==> src/rtl/fxp32_pkg.sv <==
// Shared definitions for the Q16.16 fixed-point MAC datapath and its sequencer.
// Latency: n/a (declarations only).
// Backpressure: n/a. Exports FXP_DATA_W, FRAC_W and the dot-product controller state encoding.
package fxp32_pkg;

   // Operand/result width used by fxp32_mac and its sequencer.
   localparam int FXP_DATA_W = 32;

   // Q16.16: number of fractional bits, shared with the MAC and the benches.
   localparam int FRAC_W = 16;

   typedef enum logic [2:0] {
      ST_IDLE  = 3'd0,
      ST_CLEAR = 3'd1,
      ST_RUN   = 3'd2,
      ST_DRAIN = 3'd3,
      ST_DONE  = 3'd4
   } dot_state_t;

endpackage

==> src/rtl/fxp_cnt.sv <==
// Small up/down counter with load and clear.
// Latency: q updates one cycle after a control input.
// Backpressure: none. Ports: ld/ld_val, clr, inc, dec (priority in that order); q is the count.
module fxp_cnt #(
   parameter int W = 8
) (
   input  logic         clk,
   input  logic         rst,
   input  logic         clr,
   input  logic         ld,
   input  logic [W-1:0] ld_val,
   input  logic         inc,
   input  logic         dec,
   output logic [W-1:0] q
);

   always_ff @(posedge clk or posedge rst) begin
      if (rst) begin
         q <= '0;
      end else if (ld) begin
         q <= ld_val;
      end else if (clr) begin
         q <= '0;
      end else if (inc) begin
         q <= q + W'(1);
      end else if (dec) begin
         q <= q - W'(1);
      end
   end

endmodule

==> src/rtl/fxp32_dot_ctrl.sv <==
// Sequencer that drives fxp32_mac through one dot product and returns mac_c as the result.
// Latency: 1 (clear) + len (one pair per cycle) + MAC_LAT+1 (drain) cycles from start to res_valid.
// Backpressure: s_ready only in RUN; result held on res_valid until res_ready. Optional macro FXP32_DOT_TIMEOUT_EN adds err.
//
// Ports: start/len command; s_valid/s_ready/s_a/s_b operand stream; mac_prstn/mac_acc/mac_a/mac_b to the
// MAC and mac_c from it; res_valid/res_ready/res_data result; busy high outside IDLE; err (timeout only).
module fxp32_dot_ctrl
   import fxp32_pkg::*;
#(
   parameter int DATA_W  = FXP_DATA_W,
   parameter int LEN_W   = 8,
   parameter int MAC_LAT = 2,
   parameter int TIMEOUT = 255
) (
   input  logic              clk,
   input  logic              rst,
   input  logic              start,
   input  logic [LEN_W-1:0]  len,
   input  logic              s_valid,
   output logic              s_ready,
   input  logic [DATA_W-1:0] s_a,
   input  logic [DATA_W-1:0] s_b,
   output logic              mac_prstn,
   output logic              mac_acc,
   output logic [DATA_W-1:0] mac_a,
   output logic [DATA_W-1:0] mac_b,
   input  logic [DATA_W-1:0] mac_c,
   output logic              res_valid,
   input  logic              res_ready,
   output logic [DATA_W-1:0] res_data,
   output logic              busy
`ifdef FXP32_DOT_TIMEOUT_EN
   ,
   output logic              err
`endif
);

   if (MAC_LAT < 1 || TIMEOUT < 1) begin : g_bad_param
      $error("fxp32_dot_ctrl: MAC_LAT and TIMEOUT must both be >= 1");
   end

   localparam int DR_W = $clog2(MAC_LAT + 1) + 1;

   dot_state_t        state, state_nxt;
   logic              accept;
   logic              last_pair;
   logic              drain_done;
   logic              to_hit;
   logic [LEN_W-1:0]  rem;
   logic [DR_W-1:0]   drain_cnt;

   logic              prstn_nxt, acc_nxt, s_ready_nxt, res_valid_nxt, busy_nxt;
   logic [DATA_W-1:0] a_nxt, b_nxt, res_nxt;

   // s_ready is registered and only high in RUN, so accept implies RUN.
   assign accept     = s_valid & s_ready;
   assign last_pair  = accept && (rem == LEN_W'(1));
   assign drain_done = (drain_cnt == DR_W'(MAC_LAT));

   fxp_cnt #(.W(LEN_W)) u_rem (
      .clk    (clk),
      .rst    (rst),
      .clr    (1'b0),
      .ld     ((state == ST_IDLE) && start),
      .ld_val (len),
      .inc    (1'b0),
      .dec    (accept),
      .q      (rem)
   );

   // Counts cycles spent in DRAIN; zero on entry.
   fxp_cnt #(.W(DR_W)) u_drain (
      .clk    (clk),
      .rst    (rst),
      .clr    (state != ST_DRAIN),
      .ld     (1'b0),
      .ld_val ('0),
      .inc    (state == ST_DRAIN),
      .dec    (1'b0),
      .q      (drain_cnt)
   );

`ifdef FXP32_DOT_TIMEOUT_EN
   localparam int TO_W = $clog2(TIMEOUT + 1) + 1;

   logic [TO_W-1:0] idle_cnt;
   logic            err_nxt;

   // Idle-input cycles in RUN; any accepted pair restarts the count.
   fxp_cnt #(.W(TO_W)) u_idle (
      .clk    (clk),
      .rst    (rst),
      .clr    ((state != ST_RUN) || accept),
      .ld     (1'b0),
      .ld_val ('0),
      .inc    ((state == ST_RUN) && !accept),
      .dec    (1'b0),
      .q      (idle_cnt)
   );

   // Fires on the TIMEOUT-th consecutive cycle without an accept.
   assign to_hit = (state == ST_RUN) && !accept && (idle_cnt == TO_W'(TIMEOUT - 1));
`else
   assign to_hit = 1'b0;
`endif

   // State and registered outputs.
   always_ff @(posedge clk or posedge rst) begin
      if (rst) begin
         state     <= ST_IDLE;
         mac_prstn <= 1'b0;
         mac_acc   <= 1'b0;
         mac_a     <= '0;
         mac_b     <= '0;
         s_ready   <= 1'b0;
         res_valid <= 1'b0;
         res_data  <= '0;
         busy      <= 1'b0;
`ifdef FXP32_DOT_TIMEOUT_EN
         err       <= 1'b0;
`endif
      end else begin
         state     <= state_nxt;
         mac_prstn <= prstn_nxt;
         mac_acc   <= acc_nxt;
         mac_a     <= a_nxt;
         mac_b     <= b_nxt;
         s_ready   <= s_ready_nxt;
         res_valid <= res_valid_nxt;
         res_data  <= res_nxt;
         busy      <= busy_nxt;
`ifdef FXP32_DOT_TIMEOUT_EN
         err       <= err_nxt;
`endif
      end
   end

   // Next-state logic.
   always_comb begin
      state_nxt = state;
      case (state)
         ST_IDLE:  if (start) state_nxt = (len != '0) ? ST_CLEAR : ST_DONE;
         ST_CLEAR: state_nxt = ST_RUN;
         ST_RUN: begin
            if (last_pair)   state_nxt = ST_DRAIN;
            else if (to_hit) state_nxt = ST_DONE;
         end
         ST_DRAIN: if (drain_done) state_nxt = ST_DONE;
         // res_valid is always high in DONE, so res_ready alone completes the handshake.
         ST_DONE:  if (res_ready) state_nxt = ST_IDLE;
         default:  state_nxt = ST_IDLE;
      endcase
   end

   // Output logic: values the output registers take on the next edge.
   always_comb begin
      prstn_nxt     = (state_nxt != ST_CLEAR);
      acc_nxt       = (state_nxt == ST_RUN) || (state_nxt == ST_DRAIN);
      s_ready_nxt   = (state_nxt == ST_RUN);
      res_valid_nxt = (state_nxt == ST_DONE);
      busy_nxt      = (state_nxt != ST_IDLE);
      // Zero operands whenever no pair is taken, so accumulating stays harmless.
      a_nxt         = accept ? s_a : '0;
      b_nxt         = accept ? s_b : '0;
      res_nxt       = res_data;
      // Only a normal drain carries a MAC result; len==0 and timeout report zero.
      if ((state != ST_DONE) && (state_nxt == ST_DONE)) begin
         res_nxt = (state == ST_DRAIN) ? mac_c : '0;
      end
`ifdef FXP32_DOT_TIMEOUT_EN
      err_nxt = err;
      if (to_hit) begin
         err_nxt = 1'b1;
      end else if ((state == ST_DONE) && res_ready) begin
         err_nxt = 1'b0;
      end
`endif
   end

endmodule

==> config.mk <==
export PLATFORM = sky130hd
export DESIGN_NAME = fxp32_dot_ctrl
export DESIGN_NICKNAME = d
export VERILOG_FILES = /design/src/rtl/fxp32_pkg.sv /design/src/rtl/fxp_cnt.sv /design/src/rtl/fxp32_dot_ctrl.sv
export SDC_FILE = /design/constraint.sdc
export NUM_CORES = 1
export LEC_CHECK = 0
export CORE_MARGIN = 3
export CORE_UTILIZATION = 43
export DETAILED_ROUTE_END_ITERATION = 7
export HOLD_SLACK_MARGIN = 0.05
export MAX_ROUTING_LAYER = met4
export PLACE_DENSITY = 0.83
export SYNTH_ARGS = -nofsm -noshare
export SYNTH_HDL_FRONTEND = slang
export SYNTH_SLANG_ARGS = --single-unit
==> constraint.sdc <==
create_clock -name clk -period 9.3 [get_ports clk]
set_clock_uncertainty 0.05 [all_clocks]
set_input_delay 2.325 -clock clk [delete_from_list [all_inputs] [get_ports clk]]
set_output_delay 2.325 -clock clk [all_outputs]
set_load 0.02 [all_outputs]
==> results by group, run 1 <==
Pwr
  • Combinational share of power: 0.279
  • P_sw: 0.554 mW
  • Reg power frac: 0.358
  • Overall Power: 1.87 mW
  • Worst VDD drop: 0.157 mV
  • PwrDens: 268 nW/um^2
  • Leak pwr: 3.25 nW
  • Clock Power Share: 0.364
  • Internal Power: 1.32 mW
  • Sw Share: 0.296

Global routing
  • Vias in the first global route: 3580
  • Largest net degree at the start of global routing: 69
  • GRT Total Usage: 0.232
  • Remaining Overflow, GRT: 0
  • Initial antenna violation count: 0
  • Global-route wire length before repair: 19000 microns

Yosys
  • Synthesized net count: 422
  • Post-synth top flop: dfrtp_1
  • Top cells by area in the synthesized netlist: dfrtp_1 (68%), and3_1 (9.7%), a22o_1 (6.3%), buf_6 (1.3%), clkbuf_1 (1.3%)
  • Number of synthesized register bits: 115
  • Synth top cells by count: dfrtp_1 (115), and3_1 (65), a22o_1 (30)
  • Cell Area, Synth: 4200 sq um
  • Synth warnings: 0
  • Yosys top cell area share: 0.685
  • EDFF count, synth: 0
  • Part of the Yosys area used for sequential elements: 0.685
  • Biggest area consumer among synthesized cells: dfrtp_1
  • Mapped Avg Cell Area: 13.6 sq um
  • Fraction of registers with async set/reset: 1.00
  • Cell variety after synth: 33
  • Count leader, synth: dfrtp_1
  • Post-Synthesis Cells: 309

Route
  • Routed via count: 3316
  • Initial DRC Count: 142
  • Number of remaining DRC errors: 0
  • DR WL/cell: 18.1 microns
  • Routed Wire Length: 11900 microns
  • Drt pass-1 iters: 4
  • Post-route ant nets: 0
  • DR vias/cell: 5.02

Worst setup path
  • Startpoint Class: flip-flop
  • Reg2reg setup slack: 7.07 ns
  • CP startpoint: s_ready
  • R2r startpoint: state[2]
  • Setup crit end kind: primary output
  • Kind of critical path: flip-flop to primary output
  • Critical Path Fanout Max: 68
  • Req. time, crit path: 6.93 ns
  • Critical Path AT: 1.95 ns
  • Reg2reg path depth: 4

Clock network
  • Post-cts sizing count: 0
  • Clock Path Buffers: 2
  • Later-pin clock latency in the skew report: 0.49 ns
  • Hold-fix buffers at CTS: 0
  • Post-CTS Setup Repair Bufs: 0
  • Root Buffer: clkbuf_8
  • CTS HTree Levels: 4
  • Clock sink total: 115
  • CTS tree: yes
  • CTS clk-pin slew, worst paths: 0.05 ns
  • Total CTS buffers: 17

Timing
  • Setup violations, final: 0
  • Min cycle time layout: 4.33 ns
  • Actual slew at the worst max-slew pin: 1.27 ns
  • Maximum clock rate: 0.231 GHz
  • Final WS setup: 4.97 ns
  • Total negative slack: 0 ns
  • Rel. slew slack: 0.152
  • Final Hold Vio Count: 0
  • Period utilization: 0.465
  • RSZ-0062 raised after global routing: no
  • Fin. max-slew vios: 0

Hold path
  • WHS Path Cells: 1
  • Worst hold start: u_drain.q[0]
  • Hold Crit Class: flip-flop to flip-flop

Flow run
  • Total of max-cap violations: 0

Floorplan
  • Die area: 11000 sq um
  • Std cell rows: 35
  • Chip Height: 105 microns
  • Starting Density: 0.448
  • Die width: 105 microns
  • Core area: 9370 sq um
  • I/O pin count: 210

Final layout
  • Syn-to-layout area delta: 66.0%
  • Ant diodes: 0
  • Layout cells sized above 1: 0.0883
  • # fillers: 628
  • Total Nets Final: 632
  • Final Cell Area: 6980 sq um

Status
  • Status: complete, no violations

Place
  • Port bufs: 209
  • Dpl hpwl: 8260 microns
  • Placed Instance Area: 6350 sq um
  • DP Worst Slack: 4.82 ns
  • Placer Congestion: 0.833
-- worst paths after layout --
check | endpoint
min in group asynchronous | res_data[16]
min reg2reg | u_drain.q[0]
max in group asynchronous | mac_b[25]
min | u_drain.q[0]
max reg2reg | res_data[18]
max | s_ready
-- worst max-delay path, cell delays in order, from the launching register on --
cell and delay [ns]:
dfrtp_1 0.33, buf_4 0.42, clkdlybuf4s50_1 0.70
-- registers in the layout, summed over array words and instances (netlist names) --
signal     count
mac_a         32
mac_b         32
mac_acc        1
state          3
res_data      32
res_valid      1
u_rem.q        8
mac_prstn      1
u_drain.q      3
s_ready        1
busy           1
-- metal layers --
metal / global-route usage / vias to the layer above / share of wire
met5: - / - / 0
met4: 0.0609 / 0 / 0.014
met3: 0.123 / 14 / 0.11
met2: 0.369 / 176 / 0.49
met1: 0.255 / 1602 / 0.39
li1: - / 1524 / -
-- stage by stage --
stage / hold slack, ns / util / instances
floorplan: 0.380 / - / 309
global placement: 0.391 / 0.677 / 629
detailed placement: 0.414 / 0.677 / 629
CTS: 0.420 / 0.744 / 661
global route: 0.439 / 0.744 / 661
finish: 0.420 / 0.744 / 661
-- area by class of cell --
| type | instances | area [sq um] | area share |
|---|---|---|---|
| clock buffer | 18 | 428 | 0.0613 |
| clock inverter | 14 | 201 | 0.0289 |
| inverter | 6 | 25.0 | 0.00359 |
| multi-input combinational | 166 | 1160 | 0.166 |
| sequential | 115 | 2880 | 0.413 |
| tap | 129 | 161 | 0.0231 |
| timing repair buffer | 213 | 2120 | 0.304 |
-- cell families (layout without fill, tap and decap cells) --
family / after synthesis / after routing / share of synthesized area
compound gates: 48 / 48 / 0.0905
xor+xnor: 8 / 8 / 0.0167
fa+ha+maj: 4 / 4 / 0.0119
buf+inv: 28 / 251 / 0.0390
flops: 115 / 115 / 0.685
simple gates: 106 / 106 / 0.157
-- power groups by stage --
stage                     Sequential, mW  Clock [mW]  Combinational (mW)
after detailed placement           0.674           0               0.522
after CTS                          0.669       0.691               0.526
after floorplan                    0.770           0               0.163
after global routing               0.679       0.721               0.559
final                              0.668       0.680               0.521
after global placement             0.670           0               0.510
-- cell usage in the layout (no fill, tap or decap), drive strengths merged --
cell	Yosys	final
a21oi	3	3
a221o	2	2
a22o	32	32
a2bb2oi	1	1
and2	1	1
and3	65	65
and3b	1	1
and4	1	1
buf	6	4
bufinv	0	4
clkbuf	16	18
clkdlybuf4s50	0	209
clkinv	0	6
clkinvlp	0	2
dfrtp	115	115
ha	4	4
inv	6	8
nand2	12	12
nand3	2	2
nand3b	1	1
nand4	1	1
nand4bb	1	1
nor2	8	8
nor3	6	6
nor3b	1	1
nor4	3	3
o21ai	10	10
or3b	1	1
or4	2	2
xnor2	4	4
xor2	4	4
Power figures use the tool's default switching activity.
==> run 2: changes to the inputs <==
- CORE_UTILIZATION: 43 -> 40
- PLACE_DENSITY: 0.83 -> 0.78
- clock period: 9.3 -> 4.2 ns (I/O delays scaled with it)
==> results by group, run 2 (synthesized netlist as in run 1, its figures left out) <==
Final layout
  • Final Util: 0.695 (was 0.744)
  • Ant diodes: 0 (unchanged)
  • # fillers: 755 (was 628)
  • Register area: 2880 sq um (unchanged)
  • Most common cell after layout, fill and taps aside: clkdlybuf4s50_1 (unchanged)
  • Largest registers: mac_a (32), mac_b (32), res_data (32) (unchanged)
  • Multi-input logic area: 1160 sq um (unchanged)
  • Syn-to-layout area delta: 65.4% (was 66.0%)
  • Total Nets Final: 633 (was 632)
  • Layout cells sized above 1: 0.0846 (was 0.0883)
  • Commonest cells after routing, fill and taps aside: clkdlybuf4s50_1 (208), dfrtp_1 (115), and3_1 (65) (was clkdlybuf4s50_1 (209), dfrtp_1 (115), and3_1 (65))

Clock network
  • Hold-fix buffers at CTS: 0 (unchanged)
  • Post-CTS Setup Repair Bufs: 0 (unchanged)
  • Root Buffer: clkbuf_8 (unchanged)
  • CTS clk-pin slew, worst paths: 0.05 ns (about the same)
  • Clock Path Buffers: 2 (unchanged)
  • CTS HTree Levels: 4 (unchanged)
  • Later-pin clock latency in the skew report: 0.50 ns (was 0.49 ns)
  • Clock sink total: 115 (unchanged)
  • Total CTS buffers: 17 (unchanged)
  • CTS tree: yes (unchanged)
  • Post-cts sizing count: 0 (unchanged)

Timing
  • Final Hold Vio Count: 0 (unchanged)
  • Actual slew at the worst max-slew pin: 1.26 ns (was 1.27 ns)
  • Rel. slew slack: 0.158 (was 0.152)
  • Hold WS: 0.419 ns (was 0.420 ns)
  • Total negative slack: 0 ns (unchanged)
  • Setup violations, final: 0 (unchanged)
  • Min cycle time layout: 2.63 ns
  • Maximum clock rate: 0.380 GHz
  • Fin. max-slew vios: 0 (unchanged)
  • Period utilization: 0.626
  • RSZ-0062 raised after global routing: no (unchanged)

Worst setup path
  • R2r startpoint: u_drain.q[0] (was state[2])
  • Startpoint Class: primary input (was flip-flop)
  • Kind of critical path: primary input to flip-flop (was flip-flop to primary output)
  • Critical Path End: res_data[21] (was s_ready)
  • Req. time, crit path: 4.54 ns (was 6.93 ns)
  • Reg2reg path depth: 6 (was 4)
  • Reg2reg setup slack: 1.76 ns (was 7.07 ns)
  • CP startpoint: len[4] (was s_ready)
  • Worst R2R End: res_data[21] (was res_data[18])
  • Critical Path Fanout Max: 32 (was 68)
  • Critical Path AT: 2.97 ns (was 1.95 ns)
  • Setup crit end kind: flip-flop (was primary output)

Place
  • Port bufs: 209 (unchanged)
  • Placer Congestion: 0.797 (was 0.833)
  • Dpl hpwl: 8140 microns (was 8260 microns)

Floorplan
  • Die width: 108 microns (was 105 microns)
  • Starting Density: 0.420 (was 0.448)
  • Std cell rows: 36 (was 35)
  • I/O pin count: 210 (unchanged)
  • Core area: 10000 sq um (was 9370 sq um)
  • Chip Height: 108 microns (was 105 microns)
  • Die area: 11800 sq um (was 11000 sq um)

Pwr
  • Worst VDD drop: 0.270 mV (was 0.157 mV)
  • PwrDens: 585 nW/um^2 (was 268 nW/um^2)
  • Leak pwr: 3.24 nW (was 3.25 nW)

Route
  • Routed Wire Length: 11500 microns (was 11900 microns)
  • Post-route ant nets: 0 (unchanged)
  • Number of remaining DRC errors: 0 (unchanged)
  • Drt pass-1 iters: 4 (unchanged)
  • Initial DRC Count: 170 (was 142)
  • DR vias/cell: 4.84 (was 5.02)
  • DR WL/cell: 17.2 microns (was 18.1 microns)
  • Routed via count: 3219 (was 3316)

Global routing
  • Vias in the first global route: 3348 (was 3580)
  • Remaining Overflow, GRT: 0 (unchanged)
  • GRT Total Usage: 0.204 (was 0.232)
  • Global-route wire length before repair: 17400 microns (was 19000 microns)
  • Largest net degree at the start of global routing: 68 (was 69)
  • Initial antenna violation count: 0 (unchanged)

Hold path
  • Hold Crit Class: flip-flop to flip-flop (unchanged)
  • WHS Path Cells: 1 (unchanged)

Status
  • Status: complete, no violations (unchanged)

Flow run
  • Total of max-cap violations: 0 (unchanged)
-- run 2: cell types whose count changed in the layout (fill, tap and decap cells not counted), sizes merged --
cell / delta
clkdlybuf4s50: -1
buf: +2
clkinv: -3
inv: -2
clkinvlp: +1
clkbuf: +3
-- run 2: cell type report --
cell class              count  area share
flip-flops and latches    115       0.414
repair buffers            214       0.306
multi-input cells         166       0.167
clock buffers              21      0.0632
well taps                 133      0.0239
clock inverters            10      0.0227
inverters                   6     0.00360
-- run 2: worst min path at each step --
stage                        end  slack [ns]          from
global route        u_drain.q[0]        0.43  u_drain.q[0]
finish              u_drain.q[0]        0.42  u_drain.q[0]
floorplan           u_drain.q[0]        0.38  u_drain.q[0]
CTS                 u_drain.q[0]        0.42  u_drain.q[0]
detailed placement  u_drain.q[0]        0.41  u_drain.q[0]
global placement    u_drain.q[0]        0.39  u_drain.q[0]
-- run 2: stage by stage --
step / setup slack, ns / power, mW / cell area, sq um / std cells
after CTS: 1.57 / 4.12 / 6950 / 665
after global routing: 1.44 / 4.28 / 6950 / 665
after floorplan: 0.0559 / 2.06 / 4200 / 309
after detailed placement: 1.06 / 2.65 / 6350 / 634
final: 1.57 / 4.07 / 6950 / 665
after global placement: 1.10 / 2.62 / 6350 / 634
-- run 2: worst max-delay path: stages --
cell and delay (ns):
clkdlybuf4s50_1 0.43, or4_4 0.56, nor3_2 0.21, o21ai_2 0.36
a22o_2 0.35
-- run 2: power breakdown --
group | leakage [nW] | switching (mW) | total [mW] | internal [mW]
clock | 0.284 | 0.472 | 1.44 | 0.971
combinational | 1.45 | 0.565 | 1.15 | 0.585
sequential | 1.50 | 0.133 | 1.48 | 1.34
total | 3.24 | 1.17 | 4.07 | 2.90
-- run 2: routing by layer --
metal / track usage / vias up / part of all wire
li1: - / 1531 / -
met1: 0.245 / 1516 / 0.41
met2: 0.294 / 158 / 0.46
met3: 0.0997 / 14 / 0.12
met4: 0.0812 / 0 / 0.015
met5: - / - / 0
==> RTL change (config.mk and constraints of run 2) <==
Take the reset off `res_data` and load it in a clocked block of its own.
--- a/src/rtl/fxp32_dot_ctrl.sv
+++ b/src/rtl/fxp32_dot_ctrl.sv
@@ -115,5 +115,4 @@
          s_ready   <= 1'b0;
          res_valid <= 1'b0;
-         res_data  <= '0;
          busy      <= 1'b0;
 `ifdef FXP32_DOT_TIMEOUT_EN
@@ -128,5 +127,4 @@
          s_ready   <= s_ready_nxt;
          res_valid <= res_valid_nxt;
-         res_data  <= res_nxt;
          busy      <= busy_nxt;
 `ifdef FXP32_DOT_TIMEOUT_EN
@@ -134,4 +132,8 @@
 `endif
       end
+   end
+
+   always_ff @(posedge clk) begin
+      res_data <= res_nxt;
    end
 
Check against the original RTL: differs if rst is asserted again (counterexample within 10 cycles, from zero or initial values and one cycle with rst high); with rst held inactive, the same outputs for 10 cycles.
==> RTL change against run 2 <==
Worst hold slack worse by 0.011 ns; power decreased by 8.9%; final area is 1.0% higher; sequential power down 5%; wire length shrank 5.5%; sequential cell count unchanged; worst setup slack lost 0.28 ns; synthesized area is 0.36% higher; via count shrank 1.7%.
==> RTL change: results (changes against run 2) <==
clock_tree:
  cts_buffer_depth: 2  # unchanged
  clk_latency_ns: 0.49
placed_design:
  gp_congestion: 0.7656  # -3.9%
  port_buffers: 209  # unchanged
  dpl.hpwl_mm: 7.976  # -2.0%
  place_ws_ns: 0.7938  # -0.2704 ns
  place_area_um2: 6426  # +1.1%
finish:
  drive_above_1_share_pct: 8.491  # +0.032 points
  n_fill_cell: 727  # -3.7%
  antenna_cells: 0  # unchanged
  fin_nets: 630  # -0.47%
hold_path:
  hold_class: "reg2reg"
power:
  p_leak_nw: 3.113  # -3.8%
  ir_drop_uv: 284.2  # +5.3%
outcome:
  status: "complete, no violations"
synth:
  ys_async_sr_fraction_pct: 72.17  # -28 points
  synth-edff-count: 32  # +32
  yosys-top-cells-count: "dfrtp_1, and3_1, and2_1"
  synth-seq-area-share_pct: 72.05  # +3.6 points
  ys_types: 36  # +9.1%
  synth_area_leaders: "dfrtp_1, edfxtp_1, and3_1"
  syn-num-nets: 416  # -1.4%
setup_path:
  critPathArrivalTime_ns: 3.00  # +0.03 ns
  rr_worst_depth: 4  # -2
  cp_max_fo: 32  # unchanged
global_route:
  grt_max_degree: 70  # +2.9%
  grt_first_pass_wirelength_mm: 17.05  # -2.2%
  first_global_vias: 3208  # -4.2%
  grt_usage_pct: 19.83  # -0.57 points
timing:
  worst_pin_slew_ns: 0.8442  # -0.4182 ns
  max_clock_freq_mhz: 343.8  # -9.6%
routing:
  avgViaCountPerCell: 4.774  # -1.4%
  dr.first_iter.drc_count: 104  # -39%
  dr.pass1.iters: 4  # unchanged
  routed_wl_mm: 10.84  # -5.5%
## RTL change: where the power goes
part | switching (mW) | internal, mW | leakage [nW]
Clock | 0.501 | 0.911 | 0.294
Combinational | 0.445 | 0.435 | 1.46
Sequential | 0.0805 | 1.33 | 1.36
## RTL change: path summary, 6_finish.rpt
path                         startpoint      endpoint  slack (ns)
setup / recovery                  start  res_data[10]        1.29
min in group asynchronous           rst     mac_a[13]        0.86
setup reg to reg               state[2]  res_data[10]        1.69
max in group asynchronous           rst     mac_a[21]        2.47
hold reg to reg            u_drain.q[0]  u_drain.q[0]        0.41
hold / removal             u_drain.q[0]  u_drain.q[0]        0.41
## RTL change: per-stage QoR
stage                     hold slack (ns)  std cells
after global placement             0.3933        631
after floorplan                    0.3822        303
after detailed placement           0.4026        631
after global routing               0.4415        663
final                              0.4082        663
after CTS                          0.4101        663
## RTL change: kinds of logic (layout without fill, tap and decap cells)
family / Yosys count / after routing / synth area share (%)
compound gates: 17 / 17 / 2.967
buf+inv: 25 / 252 / 2.611
simple gates: 140 / 140 / 20.77
xor+xnor: 2 / 2 / 0.4155
flops: 115 / 115 / 72.05
fa+ha+maj: 4 / 4 / 1.187
## RTL change: critical path: stages
cell and delay [ns]:
clkdlybuf4s50_1 0.46, or4b_4 0.53, or3_4 0.42, a22oi_2 0.15, buf_4 0.37
## RTL change: area by class of cell
type	count	area [µm²]	share of cell area (%)
clock buffer	18	417.9	5.950
clock inverter	14	178.9	2.548
inverter	5	20.02	0.2851
multi-input combinational	163	1069	15.21
sequential	115	3039	43.27
tap	133	166.4	2.370
timing repair buffer	215	2132	30.36
## RTL change: routing by layer
layer | routed length [µm] | up-vias | track usage [%]
li1 | - | 1506 | -
met1 | 4295 | 1504 | 23.87
met2 | 5282 | 149 | 31.55
met3 | 1172 | 6 | 6.986
met4 | 93 | 0 | 6.222
met5 | 0 | - | -
